`src/rtl/cpu_wb_arbiter.sv`:
```
// Writeback arbiter: shares the register-file write port between the pipeline (A) and long-latency units (B).
// Optional stall statistics outputs are enabled by defining CPU_WB_ARBITER_STATS_EN.
module cpu_wb_arbiter #(
   parameter int TAG_WIDTH    = 4,
   parameter int STARVE_LIMIT = 8
) (
   input  logic                 i_clock,
   input  logic                 i_reset_n,
   input  logic                 i_a_valid,
   output logic                 o_a_ready,
   input  logic [4:0]           i_a_rd,
   input  logic [31:0]          i_a_data,
   input  logic                 i_b_valid,
   output logic                 o_b_ready,
   input  logic [4:0]           i_b_rd,
   input  logic [31:0]          i_b_data,
   output logic                 o_wr_valid,
   output logic [4:0]           o_wr_rd,
   output logic [31:0]          o_wr_data,
   output logic [TAG_WIDTH-1:0] o_wr_tag
`ifdef CPU_WB_ARBITER_STATS_EN
   ,
   output logic [15:0]          o_stat_a_stalls,
   output logic [15:0]          o_stat_b_stalls
`endif
);

   localparam logic [7:0] LIMIT = 8'(STARVE_LIMIT);

   typedef enum logic [1:0] {
      GRANT_NONE,
      GRANT_A,
      GRANT_B
   } grant_e;

   grant_e grant;

   logic                 wr_valid_q, wr_valid_d;
   logic [4:0]           wr_rd_q, wr_rd_d;
   logic [31:0]          wr_data_q, wr_data_d;
   logic [TAG_WIDTH-1:0] wr_tag_q, wr_tag_d;
   logic [7:0]           starve_cnt_q, starve_cnt_d;
   logic                 force_b_q, force_b_d;

   logic [4:0]  sel_rd;
   logic [31:0] sel_data;
   logic        write_en;
   logic        b_refused;

   // Readies are forced low while reset is asserted so nothing is accepted during reset.
   always_comb begin
      // NOTE: every combinational output gets a default first so no path leaves it unassigned (no latch).
      grant = GRANT_NONE;
      if (!i_reset_n)
         grant = GRANT_NONE;
      else if (force_b_q && i_b_valid)
         grant = GRANT_B;
      else if (i_a_valid)
         grant = GRANT_A;
      else if (i_b_valid)
         grant = GRANT_B;
   end

   assign o_a_ready = (grant == GRANT_A);
   assign o_b_ready = (grant == GRANT_B);

   always_comb begin
      sel_rd       = i_a_rd;
      sel_data     = i_a_data;
      wr_valid_d   = 1'b0;
      wr_rd_d      = wr_rd_q;
      wr_data_d    = wr_data_q;
      wr_tag_d     = wr_tag_q;
      starve_cnt_d = 8'd0;
      force_b_d    = 1'b0;

      if (grant == GRANT_B) begin
         sel_rd   = i_b_rd;
         sel_data = i_b_data;
      end

      // Writes to x0 are accepted but discarded: no strobe, no tag advance.
      write_en = (grant != GRANT_NONE) && (sel_rd != 5'd0);
      if (write_en) begin
         wr_valid_d = 1'b1;
         wr_rd_d    = sel_rd;
         wr_data_d  = sel_data;
         wr_tag_d   = wr_tag_q + TAG_WIDTH'(1);
      end

      // Force is raised on the same edge the refusal count reaches the limit.
      b_refused = i_b_valid && !o_b_ready;
      if (b_refused) begin
         starve_cnt_d = starve_cnt_q + 8'd1;
         force_b_d    = (starve_cnt_d >= LIMIT);
      end
   end

   always_ff @(posedge i_clock or negedge i_reset_n) begin
      if (!i_reset_n) begin
         wr_valid_q   <= 1'b0;
         wr_rd_q      <= 5'd0;
         wr_data_q    <= 32'd0;
         wr_tag_q     <= '0;
         starve_cnt_q <= 8'd0;
         force_b_q    <= 1'b0;
      end else begin
         // NOTE: non-blocking assignments so every register samples pre-edge values.
         wr_valid_q   <= wr_valid_d;
         wr_rd_q      <= wr_rd_d;
         wr_data_q    <= wr_data_d;
         wr_tag_q     <= wr_tag_d;
         starve_cnt_q <= starve_cnt_d;
         force_b_q    <= force_b_d;
      end
   end

   assign o_wr_valid = wr_valid_q;
   assign o_wr_rd    = wr_rd_q;
   assign o_wr_data  = wr_data_q;
   assign o_wr_tag   = wr_tag_q;

`ifdef CPU_WB_ARBITER_STATS_EN
   logic [15:0] stat_a_q, stat_a_d;
   logic [15:0] stat_b_q, stat_b_d;

   // Saturating counts of cycles each port waited while valid.
   always_comb begin
      stat_a_d = stat_a_q;
      stat_b_d = stat_b_q;
      if (i_a_valid && !o_a_ready && (stat_a_q != 16'hFFFF))
         stat_a_d = stat_a_q + 16'd1;
      if (i_b_valid && !o_b_ready && (stat_b_q != 16'hFFFF))
         stat_b_d = stat_b_q + 16'd1;
   end

   always_ff @(posedge i_clock or negedge i_reset_n) begin
      if (!i_reset_n) begin
         stat_a_q <= 16'd0;
         stat_b_q <= 16'd0;
      end else begin
         stat_a_q <= stat_a_d;
         stat_b_q <= stat_b_d;
      end
   end

   assign o_stat_a_stalls = stat_a_q;
   assign o_stat_b_stalls = stat_b_q;
`endif

endmodule

```
`config.mk`:
```
export PLATFORM = sky130hd
export DESIGN_NAME = cpu_wb_arbiter
export DESIGN_NICKNAME = d
export VERILOG_FILES = /design/src/rtl/cpu_wb_arbiter.sv
export SDC_FILE = /design/constraint.sdc
export NUM_CORES = 1
export LEC_CHECK = 0
export ABC_AREA = 1
export CAP_MARGIN = 30
export CORE_AREA = 2 2 72 109
export DETAILED_ROUTE_END_ITERATION = 8
export DIE_AREA = 0 0 74 111
export PLACE_DENSITY = 0.78
export SLEW_MARGIN = 40
export SYNTH_ARGS = -nofsm -noshare
export SYNTH_HDL_FRONTEND = slang
export SYNTH_SLANG_ARGS = --single-unit
export TNS_END_PERCENT = 100
```
`constraint.sdc`:
```
create_clock -name i_clock -period 1.4 [get_ports i_clock]
set_input_delay 0.35 -clock i_clock [delete_from_list [all_inputs] [get_ports i_clock]]
set_output_delay 0.35 -clock i_clock [all_outputs]
set_load 0.01 [all_outputs]
```
==> results.toml <==
[setup_path]
cp_max_fo = 7
crit_chain = "inv_2 > nand2_4 > nand2_8 > buf_6 > nand2_2 > nand2_2 > nand3_4 > o21bai_4 > buf_6 > buf_8 > nand2_2 > nand2_2"
crit_path_frequent_cell = "nand2_2"
crit_family = "simple AND/OR/NAND/NOR gates"
crit_slowest_cell = "dfrtp_1"
critPathMaxStageDelay_ns = 0.39
start_kind = "register"
required_ns = 1.63
worstSetupEndpointType = "register"
worstPathArrival_ns = 1.86
crit_type = "reg -> reg"
worst-path-buf-inv = 4

[finish]
drive_gt1_share_pct = 22.8
nNetsFinal = 602
final_common_cell = "nand2_1"
utilization_pct = 63.5
area_delta_synth_final_pct = 73.8
layout_common_cells = "154 x nand2_1, 74 x clkdlybuf4s50_1, 51 x dfrtp_1, 44 x dlygate4sd2_1, 43 x nand3_1"
diodes = 0

[power_and_ir_drop]
p_sw_share_pct = 29.4
power_per_cell_area_nw_per_um2 = 1020
intPower_mw = 3.36
total_power_mw = 4.76
power.net_switching_mw = 1.40
ir_drop_uv = 697
p_clk_share_pct = 27.9
power_leakage_nw = 2.50
combinationalPowerShare_pct = 32.2
seq_power_share_pct = 39.8

[timing]
fmax_ghz = 0.614
hold_viol = 0
post-route-min-period_ns = 1.63
slew_headroom_pct = 67.3
period_share_pct = 116
rsz0062_at_grt = "yes"
setup_viol = 45
postLayoutSetupSlackWorst_ns = -0.229
fin_skew_ns = 0.00381
maxSlewViolCount = 0
tightest_slew_ns = 0.490

[floorplan]
die_h_um = 111
start_util_pct = 36.6
die-area_um2 = 8210
chipWidth_um = 74
coreArea_um2 = 7370
rows = 39
pin_count = 122

[synth]
yosysUniqueCellTypes = 23
yosys_warnings = 0
synth_cells = 372
synth_seq_cells = 51
netlist_area_um2 = 2690
postSynthAreaPerCell_um2 = 7.24
ys_seq_area_share_pct = 47.4
synth_nets = 452

[clock_network]
cts_buffers = 5
cts_root_buf = "clkbuf_16"
htree_num_levels = 2
cts_tree = "built"
clkLatencyLatePin_ns = 0.28
clock_path_buffers = 2
clk_pin_slew_ns = 0.06
cts_sinks = 51

[global_route]
grt_overflow = 0
antenna_found_initial = 0
grt_busiest_layer = "met2"
grtUsageMet1_pct = 21.5
grt_max_degree = 39
track_usage_pct = 20.5
grt_pass1_vias = 2979
gr-usage-met2_pct = 39.0
gr-usage-met3_pct = 2.91
grt_pass1_wl_mm = 13.2

[detailed_routing]
first_pass_iters = 6
vias_per_cell = 4.62
postRouteAntennaNets = 0
drt_iter0_markers = 162
via_count = 2883
wl_mm = 8.52
drc = 0
avgRoutedWirePerCell_um = 13.7

[worst_hold_path]
hold_class = "in -> async"

[placement]
pre_cts_slack_ns = -0.697
place.gp.congestion = 0.793
hpwl_mm = 5.90
io_buffer_count = 121

[status]
status = "finished with violations"
violations = "setup timing"

[flow_run]
maxCapViolations = 0
logic make-up (layout without fill, tap and decap cells):
family / count (synthesis) / after routing / synth area share, %
xor+xnor: 7 / 7 / 2.28
buf+inv: 44 / 194 / 7.80
simple gates: 264 / 264 / 39.9
compound gates: 4 / 4 / 1.77
flops: 51 / 51 / 47.4
fa+ha+maj: 2 / 2 / 0.929
per-layer routing:
| layer | wire, µm | vias to the layer above | part of all wire (%) |
|---|---|---|---|
| met5 | 0 | - | 0 |
| met2 | 4880 | 87 | 57 |
| li1 | - | 1439 | - |
| met1 | 3030 | 1339 | 36 |
| met3 | 394 | 18 | 4.6 |
| met4 | 216 | 0 | 2.5 |
what timing repair did:
action                     in CTS  in global routing
pin swaps                      11                 12
setup endpoints to repair      95                 53
cloned                          3                  2
setup buffers                  14                  2
hold buffers                    0                  0
gates resized for setup       105                 34
registers in the layout (all words and copies together) (netlist names):
register and count:
o_wr_data 32, starve_cnt_q 8, o_wr_tag 4, o_wr_rd 5
o_wr_valid 1, force_b_q 1
power by group through the flow:
stage	Combinational (mW)	Sequential (mW)	Clock, mW
after floorplan	0.469	2.00	0
after global placement	1.43	1.90	0
after detailed placement	1.47	1.91	0
after CTS	1.47	1.89	1.35
after global routing	1.67	1.93	1.42
final	1.53	1.90	1.33
path summary, 6_finish.rpt:
| path | startpoint | end | slack (ns) | cells after the start |
|---|---|---|---|---|
| max | force_b_q$_DFF_PN0_ | o_wr_data[19]$_DFFE_PN0P_ | -0.23 | 12 |
| min reg2reg | o_wr_data[16]$_DFFE_PN0P_ | o_wr_data[16]$_DFFE_PN0P_ | 0.47 | 2 |
| min in group i_clock | o_wr_data[16]$_DFFE_PN0P_ | o_wr_data[16]$_DFFE_PN0P_ | 0.47 | 2 |
| max in group asynchronous | i_reset_n | o_wr_data[10]$_DFFE_PN0P_ | 0.89 | 2 |
| max reg2reg | force_b_q$_DFF_PN0_ | o_wr_data[19]$_DFFE_PN0P_ | -0.23 | 12 |
| min | i_reset_n | o_wr_tag[2]$_DFFE_PN0P_ | 0.04 | 2 |
per-stage QoR:
stage / cells / setup TNS (ns) / hold slack, ns / area (µm²)
6_report: 624 / -8.30 / 0.0383 / 4680
4_1_cts: 621 / -7.59 / 0.0417 / 4500
3_5_place_dp: 597 / -34.95 / 0.347 / 4100
5_1_grt: 624 / -11.73 / 0.0472 / 4680
3_3_place_gp: 597 / -31.50 / 0.341 / 4100
2_1_floorplan: 372 / -0.758 / 0.0544 / 2710
layout make-up:
class	count	area, µm²
clock buffer	6	129
clock inverter	1	30.0
fill	635	2690
timing repair buffer	162	1600
sequential	51	1280
tap	102	128
multi-input combinational	277	1430
inverter	25	97.6
cell usage after synthesis:
| library cell | number | area share, % |
|---|---|---|
| xnor2_1 | 2 | 0.65 |
| buf_4 | 1 | 0.28 |
| a21oi_1 | 1 | 0.19 |
| o21bai_4 | 1 | 0.70 |
| nand2_1 | 196 | 27 |
| clkinv_1 | 1 | 0.14 |
| nand3_1 | 49 | 9.1 |
| buf_1 | 2 | 0.28 |
| nand2_2 | 4 | 0.93 |
| nand3b_1 | 2 | 0.56 |
| ha_1 | 2 | 0.93 |
| dfrtp_1 | 51 | 47 |
| inv_1 | 22 | 3.1 |
| nor2_1 | 11 | 1.5 |
| o21ai_4 | 1 | 0.60 |
| xor2_1 | 5 | 1.6 |
| a21o_1 | 1 | 0.28 |
| or2_2 | 1 | 0.23 |
| clkbuf_1 | 8 | 1.1 |
| buf_6 | 5 | 2.1 |
| nor3_1 | 1 | 0.19 |
| inv_2 | 2 | 0.28 |
| buf_2 | 3 | 0.56 |
(Power assumes the default switching activity.)
